`src/rtl/uart_tx.sv`:
```
// UART transmitter: start bit, DATA_WIDTH data bits LSB first, optional parity, one stop bit.
// Parity support is compiled in only when UART_TX_PARITY_EN is defined.
//
// state  | meaning
// -------+--------------------------------------------------------
// IDLE   | line high, waiting for data_valid; counters held at 0
// START  | start bit (line low)
// DATA   | data bits, shadow[bit_cnt], LSB first
// PARITY | parity bit (only with UART_TX_PARITY_EN)
// STOP   | stop bit (line high)
module uart_tx #(
   parameter int DATA_WIDTH   = 8,
   parameter int CLKS_PER_BIT = 8
) (
   input  logic                  clk,
   input  logic                  rst,
   input  logic [DATA_WIDTH-1:0] p_data,
   input  logic                  data_valid,
   input  logic                  par_en,
   input  logic                  par_typ,
   output logic                  tx_out,
   output logic                  busy
);

   localparam int EW = (CLKS_PER_BIT > 1) ? $clog2(CLKS_PER_BIT) : 1;
   localparam int BW = (DATA_WIDTH > 1) ? $clog2(DATA_WIDTH) : 1;

   localparam logic [EW-1:0] EDGE_LAST = EW'(CLKS_PER_BIT - 1);
   localparam logic [BW-1:0] BIT_LAST  = BW'(DATA_WIDTH - 1);

   localparam logic [2:0] S_IDLE   = 3'd0;
   localparam logic [2:0] S_START  = 3'd1;
   localparam logic [2:0] S_DATA   = 3'd2;
   localparam logic [2:0] S_PARITY = 3'd3;
   localparam logic [2:0] S_STOP   = 3'd4;

   logic [2:0]            state, state_nxt;
   logic [EW-1:0]         edge_cnt, edge_nxt;
   logic [BW-1:0]         bit_cnt, bit_nxt;
   logic [DATA_WIDTH-1:0] shadow, shadow_nxt;
   logic                  line_nxt;
   logic                  wrap;

`ifdef UART_TX_PARITY_EN
   logic par_en_q, par_typ_q;
   logic par_bit;

   assign par_bit = (^shadow) ^ par_typ_q;

   always_ff @(posedge clk or negedge rst) begin
      if (!rst) begin
         par_en_q  <= 1'b0;
         par_typ_q <= 1'b0;
      end else if (state == S_IDLE && data_valid) begin
         par_en_q  <= par_en;
         par_typ_q <= par_typ;
      end
   end
`else
   logic unused_par;
   assign unused_par = par_en ^ par_typ;
`endif

   assign wrap = (edge_cnt == EDGE_LAST);

   always_comb begin
      state_nxt  = state;
      edge_nxt   = edge_cnt;
      bit_nxt    = bit_cnt;
      shadow_nxt = shadow;
      case (state)
         S_IDLE: begin
            edge_nxt = '0;
            bit_nxt  = '0;
            if (data_valid) begin
               state_nxt  = S_START;
               shadow_nxt = p_data;
            end
         end
         S_START: begin
            if (wrap) state_nxt = S_DATA;
         end
         S_DATA: begin
            if (wrap) begin
               if (bit_cnt == BIT_LAST) begin
                  bit_nxt = '0;
`ifdef UART_TX_PARITY_EN
                  state_nxt = par_en_q ? S_PARITY : S_STOP;
`else
                  state_nxt = S_STOP;
`endif
               end else begin
                  bit_nxt = bit_cnt + 1'b1;
               end
            end
         end
`ifdef UART_TX_PARITY_EN
         S_PARITY: begin
            if (wrap) state_nxt = S_STOP;
         end
`endif
         S_STOP: begin
            if (wrap) state_nxt = S_IDLE;
         end
         default: state_nxt = S_IDLE;
      endcase
      if (state != S_IDLE) edge_nxt = wrap ? '0 : edge_cnt + 1'b1;
   end

   // The line is registered from the next-state view so each bit appears on the edge that enters it.
   always_comb begin
      line_nxt = 1'b1;
      case (state_nxt)
         S_START:  line_nxt = 1'b0;
         S_DATA:   line_nxt = shadow_nxt[bit_nxt];
`ifdef UART_TX_PARITY_EN
         S_PARITY: line_nxt = par_bit;
`endif
         default:  line_nxt = 1'b1;
      endcase
   end

   always_ff @(posedge clk or negedge rst) begin
      if (!rst) begin
         state    <= S_IDLE;
         edge_cnt <= '0;
         bit_cnt  <= '0;
         shadow   <= '0;
         tx_out   <= 1'b1;
         busy     <= 1'b0;
      end else begin
         state    <= state_nxt;
         edge_cnt <= edge_nxt;
         bit_cnt  <= bit_nxt;
         shadow   <= shadow_nxt;
         tx_out   <= line_nxt;
         busy     <= (state_nxt != S_IDLE);
      end
   end

endmodule

```
`config.mk`:
```
export PLATFORM = sky130hd
export DESIGN_NAME = uart_tx
export DESIGN_NICKNAME = d
export VERILOG_FILES = /design/src/rtl/uart_tx.sv
export SDC_FILE = /design/constraint.sdc
export NUM_CORES = 1
export LEC_CHECK = 0
export BUFFER_PORTS_ARGS = -buffer_cell sky130_fd_sc_hd__buf_4
export CORE_AREA = 2 2 61 63
export DETAILED_ROUTE_END_ITERATION = 6
export DIE_AREA = 0 0 63 65
export GPL_TIMING_DRIVEN = 0
export MAX_ROUTING_LAYER = met4
export SLEW_MARGIN = 25
export SYNTH_ARGS = -nofsm -noshare
export SYNTH_HDL_FRONTEND = slang
export SYNTH_SLANG_ARGS = --single-unit
```
`constraint.sdc`:
```
create_clock -name clk -period 2.33 [get_ports clk]
set_clock_uncertainty 0.15 [all_clocks]
set_input_delay 0.466 -clock clk [delete_from_list [all_inputs] [get_ports clk]]
set_output_delay 0.466 -clock clk [all_outputs]
set_load 0.01 [all_outputs]
```
=== After elaboration in Yosys (flattened, before gate mapping) ===
Cells that the tools add are included.

* Divide/modulo/power cells: 0
* Shifts and indexed selects: 0
* $mul: 0
* Muxes and demuxes: 17
* Reduce and logical (&&, ||, !) cells: 4
* Add/subtract/negate cells: 2
* Eq/ne operators: 7
* Magnitude comparators: 1
* Bitwise operators: 0

{| class="wikitable"
|+ Operators by type and width
! kind !! count
|-
| 3-bit 2-to-1 mux || 10
|-
| 8-bit 2-to-1 mux || 2
|-
| 3-bit one-hot mux with 4 select lines || 1
|-
| 3-bit == test (second input constant) || 3
|-
| 3-bit by 1-bit adder with 3-bit output (second input constant) || 2
|-
| 3-bit by 1-bit == test with 1-bit output (second input constant) || 2
|-
| 3-bit by 2-bit == test with 1-bit output (second input constant) || 2
|-
| 3-bit one-hot mux with 2 select lines || 1
|-
| 3-bit nonzero test || 2
|-
| 3-bit by 4-bit less-than comparator with 1-bit output (second input constant) || 1
|-
| 1-bit binary-select mux with 3-bit select || 1
|-
| 3-bit zero test || 1
|-
| 1-bit one-hot mux with 2 select lines || 1
|-
| 2-bit nonzero test || 1
|-
| 1-bit 2-to-1 mux || 1
|}

* Memory bits (read-only): 0
* Bits in writable memories: 0
* Bits in registers: 19
* Bits in latches: 0
* Word-level logic and storage cells: 37
* Memories kept: 0

=== Logic depth before layout (Yosys ltp) ===
Gate-level depths: netlist of the first run.

* Word-level depth: 7
* Mapped depth: 7
* Gate-level depth less buffers: 7

=== Worst setup path after synthesis of the first run ===
No wires, ideal clock.

* Path kind: reg-to-reg
* From: register edge_cnt[0]
* To: register tx_out
* Data arrival time: 2.162 ns
* Path buffers: 0
* Stages on the path, launching flop included: 8
* Slack: -0.060 ns
* Setup time: 0.078 ns
* Cell sequence: dfrtp_1 -> ha_1 -> ha_1 -> and4bb_2 -> a221oi_2 -> mux2i_1 -> or3b_1 -> a41oi_2

* Word-level cells in the longest chain between the ends: 6
* Elaborated cells between the ends (all ways): 12
* Classes of those cells: eq/ne: 3; mux: 9

{| class="wikitable"
|+ RTL lines
! item !! RTL line !! source
|-
| start, declared || 38 || <nowiki>logic [EW-1:0] edge_cnt, edge_nxt;</nowiki>
|-
| start signal, assigned || 133 || <nowiki>edge_cnt <= edge_nxt;</nowiki>
|-
| 3-bit == test * || 64 || <nowiki>assign wrap = (edge_cnt == EDGE_LAST);</nowiki>
|-
| 3-bit 2-to-1 mux || 84 || <nowiki>if (wrap) begin</nowiki>
|-
| 3-bit one-hot mux with 2 select lines || 71 || <nowiki>case (state)</nowiki>
|-
| 1-bit binary-select mux with 3-bit select || 115 || <nowiki>S_DATA: line_nxt = shadow_nxt[bit_nxt];</nowiki>
|-
| 1-bit 2-to-1 mux (not written as such) || 115 ||
|-
| 1-bit one-hot mux with 2 select lines * || 113 || <nowiki>case (state_nxt)</nowiki>
|-
| via line_nxt || 41 || <nowiki>logic line_nxt;</nowiki>
|-
| end signal, assigned || 136 || <nowiki>tx_out <= line_nxt;</nowiki>
|-
| end, declared || 21 || <nowiki>output logic tx_out,</nowiki>
|}

Mark *: on every way through the listed nets, which the timed path passes. The rest lies on a longest branch. The select of a mux whose other input is x is not followed.
A chain may end at the register's enable or synchronous reset.

=== Final worst setup path of the first run ===
Same ends and word-level chain as after synthesis.

==> results of run 1 <==
stage by stage:
stage / cell area [µm²] / hold slack [ns] / utilization / setup TNS, ns
3_5_place_dp: 1144 / 0.2064 / 0.3271 / -0.1792
3_3_place_gp: 1144 / 0.2021 / 0.3271 / -0.1662
6_report: 1256 / 0.2582 / 0.3593 / 0
2_1_floorplan: 993.5 / 0.02041 / - / 0
5_1_grt: 1256 / 0.2431 / 0.3593 / -0.01814
4_1_cts: 1225 / 0.2510 / 0.3504 / 0
worst reg2reg max path: stages (launching register included):
cell	delay (ns)
sky130_fd_sc_hd__dfrtp_1	0.43
sky130_fd_sc_hd__ha_4	0.18
sky130_fd_sc_hd__ha_4	0.17
sky130_fd_sc_hd__and4bb_2	0.24
sky130_fd_sc_hd__a221oi_4	0.33
sky130_fd_sc_hd__mux2i_1	0.13
sky130_fd_sc_hd__or3b_1	0.37
sky130_fd_sc_hd__a41oi_2	0.18
sequential cells by signal (all words and copies together) (netlist names):
register,count
busy,1
state,3
shadow,8
tx_out,1
edge_cnt,3
bit_cnt,3
kinds of logic (layout without fill, tap and decap cells):
logic type      after synthesis  in the layout
fa+ha+maj                     5              5
simple gates                 23             23
buf+inv                       6             29
flops                        19             19
compound gates               13             13
mux                          12             12
worst max-delay path by stage:
stage | startpoint | end | slack (ns)
finish | edge_cnt[0] | tx_out | 0.08
global route | edge_cnt[0] | tx_out | -0.02
CTS | edge_cnt[0] | tx_out | 0.009
detailed placement | edge_cnt[0] | tx_out | -0.18
global placement | edge_cnt[0] | tx_out | -0.17
floorplan | edge_cnt[0] | tx_out | 0.04
layer usage:
layer / track usage / part of all wire
met3: 0.02083 / 0.024
met2: 0.1809 / 0.53
met4: 0.05833 / 0.026
met1: 0.1115 / 0.42
met5: - / 0
layout make-up:
| type | instances | area share |
|---|---|---|
| sequential | 19 | 0.3795 |
| buffer | 3 | 0.02590 |
| tap | 48 | 0.04781 |
| multi-input combinational | 53 | 0.3974 |
| timing repair buffer | 19 | 0.1185 |
| clock inverter | 1 | 0.003984 |
| clock buffer | 3 | 0.01793 |
| inverter | 3 | 0.008964 |
repair_timing:
item / 4_1_cts / 5_1_grt
setup buffers: 2 / 4
endpoints found under the setup margin: 1 / 1
hold buffers: 1 / 0
pin swaps: 5 / 7
resized for setup: 5 / 0
hold endpoints to repair: 18 / 0
cells in the final DEF, fill, tap and decap left out:
cell type / count
sky130_fd_sc_hd__o22a_1: 1
sky130_fd_sc_hd__clkbuf_4: 3
sky130_fd_sc_hd__a221oi_4: 1
sky130_fd_sc_hd__inv_1: 3
sky130_fd_sc_hd__dlygate4sd3_1: 1
sky130_fd_sc_hd__a21bo_2: 1
sky130_fd_sc_hd__nor2_1: 4
sky130_fd_sc_hd__o21ai_0: 2
sky130_fd_sc_hd__nand2_1: 3
sky130_fd_sc_hd__nor2b_1: 3
sky130_fd_sc_hd__buf_4: 18
sky130_fd_sc_hd__nor3_1: 2
sky130_fd_sc_hd__nand4b_1: 2
sky130_fd_sc_hd__or3_1: 1
sky130_fd_sc_hd__o221ai_1: 1
sky130_fd_sc_hd__nor4b_4: 1
sky130_fd_sc_hd__buf_6: 2
sky130_fd_sc_hd__mux2_2: 8
sky130_fd_sc_hd__dfrtp_1: 18
sky130_fd_sc_hd__nand4bb_1: 1
sky130_fd_sc_hd__a21boi_0: 1
sky130_fd_sc_hd__dfstp_2: 1
sky130_fd_sc_hd__nand3_1: 1
sky130_fd_sc_hd__a41oi_2: 1
sky130_fd_sc_hd__and3_1: 1
sky130_fd_sc_hd__mux2i_1: 4
sky130_fd_sc_hd__ha_1: 3
sky130_fd_sc_hd__ha_4: 2
sky130_fd_sc_hd__a21oi_1: 3
sky130_fd_sc_hd__and4bb_2: 1
sky130_fd_sc_hd__o21a_1: 1
sky130_fd_sc_hd__clkbuf_8: 1
sky130_fd_sc_hd__nand4_1: 1
sky130_fd_sc_hd__clkinv_2: 1
sky130_fd_sc_hd__a2111oi_1: 1
sky130_fd_sc_hd__or3b_1: 2
where the power goes:
group          internal [µW]  switching (µW)
logic                    249             192
registers                452            59.3
clock network           64.1             102
total                    764             353
==> qor.tcl, run 1 <==
set qor(syn-num-nets) 96
set qor(detail-route-antenna-nets) 0
set qor(share_of_the_synthesized_area_in_the_top_cell_type) 0.4586
set qor(buffer_ports.inserted) 12
set qor(cts-htree-levels) 1
set qor(clk-insertion-delay-late_ns) 0.30
set qor(design.die.area_um2) 4095
set qor(timing.critical_path.mode_cell) {sky130_fd_sc_hd__ha_4}
set qor(holdPathEnd) {shadow[6]}
set qor(power_per_cell_area_nw_per_um2) 889.0
set qor(setup_viol) 0
set qor(clock_tree_from_tritoncts) {done}
set qor(worst_r2r_path_depth) 7
set qor(syn_to_final_growth_pct) 27.90
set qor(core_region_area_um2) 3496
set qor(final-max-slew-violation-count) 0
set qor(worst_path_dominant_cell_family) {simple AND/OR/NAND/NOR gates}
set qor(routed_wirelength_um) 1889
set qor(yosys.area_share.adder) 0.06369
set qor(warnings_from_yosys) 0
set qor(max_cap_viol_count) 0
set qor(finalWeightedCongestion) 0.6805
set qor(clock_path_buffers) 2
set qor(antenna_found_initial) 0
set qor(tightestPinTransition_ns) 0.7122
set qor(total_leakage_power_uw) 0.0005730
set qor(critical_path.max_stage_delay_ns) 0.43
set qor(regToRegEndpoint) {tx_out}
set qor(placed_cells_incl_taps) 138
set qor(grt_setup_unrepaired) {true}
set qor(synth-async-reset-ratio) 1.000
set qor(drt_iter0_markers) 10
set qor(drive_gt1_frac) 0.4059
set qor(placement.setup.worst_slack_ns) -0.1792
set qor(fillerInstances) 360
set qor(post_synthesis_mean_instance_area_um2) 12.59
set qor(routedWlPerCell_um) 12.68
set qor(synth.cell_area_um2) 982.2
set qor(floorplan.io_pins) 15
set qor(post-synth-top-area-cell) {sky130_fd_sc_hd__dfrtp_1}
set qor(post-synth-top-count-cell) {sky130_fd_sc_hd__dfrtp_1}
set qor(critical_path.slowest_cell) {sky130_fd_sc_hd__dfrtp_1}
set qor(synth_top_family_by_area) {simple AND/OR/NAND/NOR gates}
set qor(drc) 0
set qor(postSynth.topFlopCell) {sky130_fd_sc_hd__dfrtp_1}
set qor(die_h_um) 65
set qor(vias) 695
set qor(cp_cell_sequence) {ha_4 -> ha_4 -> and4bb_2 -> a221oi_4 -> mux2i_1 -> or3b_1 -> a41oi_2}
set qor(synthesized_area_fraction_occupied_by_and_or_nand_nor_cells) 0.1643
set qor(finalCriticalPeriod_ns) 2.249
set qor(ir_worst_vdd_uv) 220.9
set qor(timing.critical_path.fanout_max) 5
set qor(worstSetupPathDepth) 7
set qor(grt_pass1_wl_um) 3139
set qor(finalCritPeriodShare) 0.9653
set qor(worst_hold_startpoint) {p_data[6]}
set qor(cts-buffers-inserted) 3
set qor(globalRouteTotalUtil) 0.1041
set qor(critical_path_required_ns) 2.41
set qor(gr-total-overflow) 0
set qor(type_of_element_capturing_the_critical_path) {flop}
set qor(critPathArrivalTime_ns) 2.33
set qor(clkSlewWorstSetupHoldPaths_ns) 0.11
set qor(reg2reg_setup_slack_ns) 0.08
set qor(holdPathStages) 2
set qor(dp_hpwl_um) 1338
set qor(cts_root_buf) {sky130_fd_sc_hd__clkbuf_4}
set qor(dieWidth_um) 63
set qor(final.setup.worst_slack_ns) 0.08078
set qor(first_global_vias) 694
set qor(slew_headroom) 0.5240
set qor(final_hold_violation_count) 0
set qor(crit_type) {flop to flop}
set qor(antenna_cells) 0
set qor(synth_edf_count) 0
set qor(synthMuxAreaShare) 0.1325
set qor(timing.fmax_mhz) 444.6
set qor(synth-seq-area-share) 0.4854
set qor(worstHoldPathType) {primary input to flop}
set qor(final-instance-count-excl-fill) 149
set qor(worstPathBufferInverterCount) 0
set qor(multi_input_comb_area_um2) 499.2
set qor(synth_common_cells) {sky130_fd_sc_hd__dfrtp_1 (18), sky130_fd_sc_hd__mux2_2 (8), sky130_fd_sc_hd__ha_1 (5)}
set qor(drt_first_pass_iters) 4
set qor(number_of_distinct_library_cell_variants_in_the_gate_level_netlist_after_synthesis) 32
set qor(num_rows) 22
set qor(synth_xor_xnor_area_share) 0
set qor(register_area_um2) 476.7
set qor(grt_max_degree) 20
set qor(clock-sinks) 19
set qor(run_status) {completed}
set qor(synth-compound-area-share) 0.1096
set qor(critical_path.reg2reg.startpoint) {edge_cnt[0]}
set qor(post_drt_via_cell_ratio) 4.664
set qor(crit_path_start_kind) {flop}
set qor(ys_seq_elements) 19
set qor(ys_top_cells_by_area) {sky130_fd_sc_hd__dfrtp_1 (46%), sky130_fd_sc_hd__mux2_2 (9.2%), sky130_fd_sc_hd__ha_1 (6.4%)}
set qor(p_total_uw) 1117
set qor(fin_nets) 120
set qor(postSynthCellCount) 78
set qor(floorplan.initialDensity) 0.2810
No activity file was read; power rests on OpenSTA's default activity.
==> inputs of run 2 (changes only) <==
--- a/config.mk
+++ b/config.mk
@@ -6,9 +6,9 @@
 export NUM_CORES = 1
 export LEC_CHECK = 0
 export BUFFER_PORTS_ARGS = -buffer_cell sky130_fd_sc_hd__buf_4
-export CORE_AREA = 2 2 61 63
+export CORE_AREA = 2 2 54 56
 export DETAILED_ROUTE_END_ITERATION = 6
-export DIE_AREA = 0 0 63 65
+export DIE_AREA = 0 0 56 58
 export GPL_TIMING_DRIVEN = 0
 export MAX_ROUTING_LAYER = met4
 export SLEW_MARGIN = 25
==> run 2 against run 1 <==
Utilization rose by 9.5 points. Sequential share of layout area rose by 1.5 points. Wire length fell by 8.0%. Sequential cell count did not move. Critical path type unchanged. Non-clock buffer count fell by 3. Critical endpoint unchanged. Global-route usage rose by 1.5 points.
==> qor.tcl, run 2 (synthesis gave the netlist of run 1 again) <==
set qor(detail-route-antenna-nets) 0 ;# unchanged
set qor(floorplan.io_pins) 15 ;# unchanged
set qor(power.share.sequential) 0.469 ;# was 0.457
set qor(floorplan.initialDensity) 0.3689 ;# was 0.2810
set qor(globalRouteTotalUtil) 0.1187 ;# was 0.1041
set qor(critical_path.max_stage_delay_ns) 0.42 ;# was 0.43 ns
set qor(critical_path.slowest_cell) {sky130_fd_sc_hd__dfrtp_1} ;# unchanged
set qor(type_of_element_capturing_the_critical_path) {flop} ;# unchanged
set qor(vias) 682 ;# was 695
set qor(setup_viol) 0 ;# unchanged
set qor(clock_tree_from_tritoncts) {done} ;# unchanged
set qor(largest_register_ff_count) 8 ;# unchanged
set qor(crit_path_start_kind) {flop} ;# unchanged
set qor(critical_path_required_ns) 2.41 ;# about the same
set qor(finalCritPeriodShare) 0.9740 ;# was 0.9653
set qor(multi_input_comb_area_um2) 498.0 ;# was 499.2 µm²
set qor(holdWs_ns) 0.2624 ;# was 0.2582 ns
set qor(clkSlewWorstSetupHoldPaths_ns) 0.10 ;# was 0.11 ns
set qor(power.internal_uw) 740.2 ;# was 764.3 µW
set qor(clock_path_buffers) 2 ;# unchanged
set qor(timing.fmax_mhz) 440.6 ;# was 444.6 MHz
set qor(power.share.clock) 0.152 ;# was 0.148
set qor(placed_cell_area_um2) 1122 ;# was 1144 µm²
set qor(cts-buffers-inserted) 3 ;# unchanged
set qor(antenna_cells) 0 ;# unchanged
set qor(gr-total-overflow) 0 ;# unchanged
set qor(dp_hpwl_um) 1220 ;# was 1338 µm
set qor(crit_type) {flop to flop} ;# unchanged
set qor(drc) 0 ;# unchanged
set qor(first_global_vias) 679 ;# was 694
set qor(postLayoutCoreUtil) 0.4544 ;# was 0.3593
set qor(final-max-slew-violation-count) 0 ;# unchanged
set qor(drt_iter0_markers) 8 ;# was 10
set qor(cp_cell_sequence) {ha_4 -> ha_4 -> and4bb_2 -> a221oi_4 -> buf_6 -> mux2i_1 -> or3b_1 -> a41oi_2} ;# was ha_4 -> ha_4 -> and4bb_2 -> a221oi_4 -> mux2i_1 -> or3b_1 -> a41oi_2
set qor(post_drt_via_cell_ratio) 5.287 ;# was 4.664
set qor(power_switching_uw) 340.4 ;# was 352.5 µW
set qor(clock-sinks) 19 ;# unchanged
set qor(registers.top_by_ff_count) {shadow} ;# unchanged
set qor(switching_share) 0.3150 ;# was 0.3156
set qor(cts_root_buf) {sky130_fd_sc_hd__clkbuf_4} ;# unchanged
set qor(finalWeightedCongestion) 0.7766 ;# was 0.6805
set qor(num_rows) 19 ;# was 22
set qor(finalCriticalPeriod_ns) 2.269 ;# was 2.249 ns
set qor(layout_commonest_cell) {sky130_fd_sc_hd__dfrtp_1}
set qor(dieWidth_um) 56 ;# was 63 µm
set qor(power_per_cell_area_nw_per_um2) 893.1 ;# was 889.0 nW/µm²
set qor(cts-htree-levels) 1 ;# unchanged
set qor(core_region_area_um2) 2663 ;# was 3496 µm²
set qor(register_area_um2) 476.7 ;# unchanged
set qor(design.die.area_um2) 3248 ;# was 4095 µm²
set qor(slew_headroom) 0.4143 ;# was 0.5240
set qor(worstHoldPathType) {primary input to flop} ;# unchanged
set qor(routed_wirelength_um) 1738 ;# was 1889 µm
set qor(fillerInstances) 248 ;# was 360
set qor(ir_worst_vdd_uv) 593.9 ;# was 220.9 µV
set qor(run_status) {completed} ;# unchanged
set qor(final_cell_mix) {sky130_fd_sc_hd__dfrtp_1 (18), sky130_fd_sc_hd__buf_4 (15), sky130_fd_sc_hd__mux2_2 (8), sky130_fd_sc_hd__nor2_1 (4), sky130_fd_sc_hd__mux2i_1 (4)} ;# was sky130_fd_sc_hd__buf_4 (18), sky130_fd_sc_hd__dfrtp_1 (18), sky130_fd_sc_hd__mux2_2 (8), sky130_fd_sc_hd__nor2_1 (4), sky130_fd_sc_hd__mux2i_1 (4)
set qor(drive_gt1_frac) 0.3776 ;# was 0.4059
set qor(clk-insertion-delay-late_ns) 0.29 ;# was 0.30 ns
set qor(combPwrFrac) 0.379 ;# was 0.394
set qor(die_h_um) 58 ;# was 65 µm
set qor(buffer_ports.inserted) 12 ;# unchanged
set qor(final_hold_violation_count) 0 ;# unchanged
set qor(grt_setup_unrepaired) {true} ;# unchanged
set qor(max_cap_viol_count) 0 ;# unchanged
set qor(syn_to_final_growth_pct) 23.18 ;# was 27.90%
set qor(timing.critical_path.mode_cell) {sky130_fd_sc_hd__ha_4} ;# unchanged
set qor(total_leakage_power_uw) 0.0005526 ;# was 0.0005730 µW
set qor(drt_first_pass_iters) 4 ;# unchanged
set qor(grt_pass1_wl_um) 2946 ;# was 3139 µm
set qor(timing.critical_path.fanout_max) 7 ;# was 5
set qor(fin_nets) 117 ;# was 120
set qor(tightestPinTransition_ns) 0.8564 ;# was 0.7122 ns
set qor(routedWlPerCell_um) 13.47 ;# was 12.68 µm
set qor(critPathArrivalTime_ns) 2.35 ;# was 2.33 ns
set qor(fin_area_um2) 1210 ;# was 1256 µm²
set qor(grt_max_degree) 20 ;# unchanged
set qor(antenna_found_initial) 0 ;# unchanged
==> run 2: cell types whose count changed in the layout (fill, tap and decap cells not counted), sizes merged <==
cell / change
clkbuf: +1
clkinv: -1
buf: -3
==> run 2: timing repair <==
action / 4_1_cts / 5_1_grt
hold endpoints to repair: 18 / 0
pin swaps: 6 / 3
setup endpoints to repair: 1 / 1
hold buffers: 1 / 0
gates resized for setup: 5 / 0
setup buffers: 1 / 2
==> run 2: power by group through the flow <==
stage / Clock [µW] / Combinational (µW) / Sequential [µW]
3_5_place_dp: 0 / 384 / 503
2_1_floorplan: 0 / 285 / 496
3_3_place_gp: 0 / 375 / 496
6_report: 165 / 409 / 507
5_1_grt: 177 / 457 / 519
4_1_cts: 171 / 408 / 507
==> run 2: per-layer routing <==
metal / global-route usage / part of all wire / wire (µm)
met2: 0.1782 / 0.46 / 801
met4: 0.07143 / 0.025 / 44
met3: 0.01563 / 0.024 / 42
met5: - / 0 / 0
met1: 0.1538 / 0.49 / 850
==> run 2: worst paths after layout <==
| path | start | endpoint | slack, ns | depth (start not counted) |
|---|---|---|---|---|
| worst max-delay path | edge_cnt[0] | tx_out | 0.06 | 8 |
| max in group asynchronous | rst | tx_out | 1.35 | 2 |
| worst max register to register | edge_cnt[0] | tx_out | 0.06 | 8 |
| min in group asynchronous | rst | edge_cnt[1] | 0.42 | 2 |
| worst min register to register | edge_cnt[0] | edge_cnt[0] | 0.35 | 1 |
| worst min-delay path | p_data[5] | shadow[5] | 0.26 | 2 |
==> run 2: layout make-up <==
class                           count  share of cell area
Buffer                              3             0.02689
Clock buffer                        4             0.02172
Inverter                            3            0.009307
Multi-Input combinational cell     53              0.4116
Sequential cell                    19              0.3940
Tap cell                           31             0.03206
Timing Repair Buffer               16              0.1044
==> run 2: metrics by stage <==
step	cells	setup TNS [ns]	total power [µW]	setup slack (ns)
6_report	129	0	1081	0.06060
5_1_grt	129	-0.05939	1153	-0.05939
4_1_cts	127	0	1086	0.003290
3_5_place_dp	121	-0.2144	886.2	-0.2144
3_3_place_gp	121	-0.1803	871.3	-0.1803
2_1_floorplan	78	0	780.8	0.03927
==> run 2: critical path, delay by kind of cell (launching register included) <==
kind / cells / cell delay (ns)
buffers and inverters: 1 / 0.16
multiplexers: 1 / 0.08
AO/OA/AOI/OAI: 2 / 0.41
AND/OR/NAND/NOR: 2 / 0.62
adder cells (fa/ha/maj): 2 / 0.37
flip-flops: 1 / 0.42
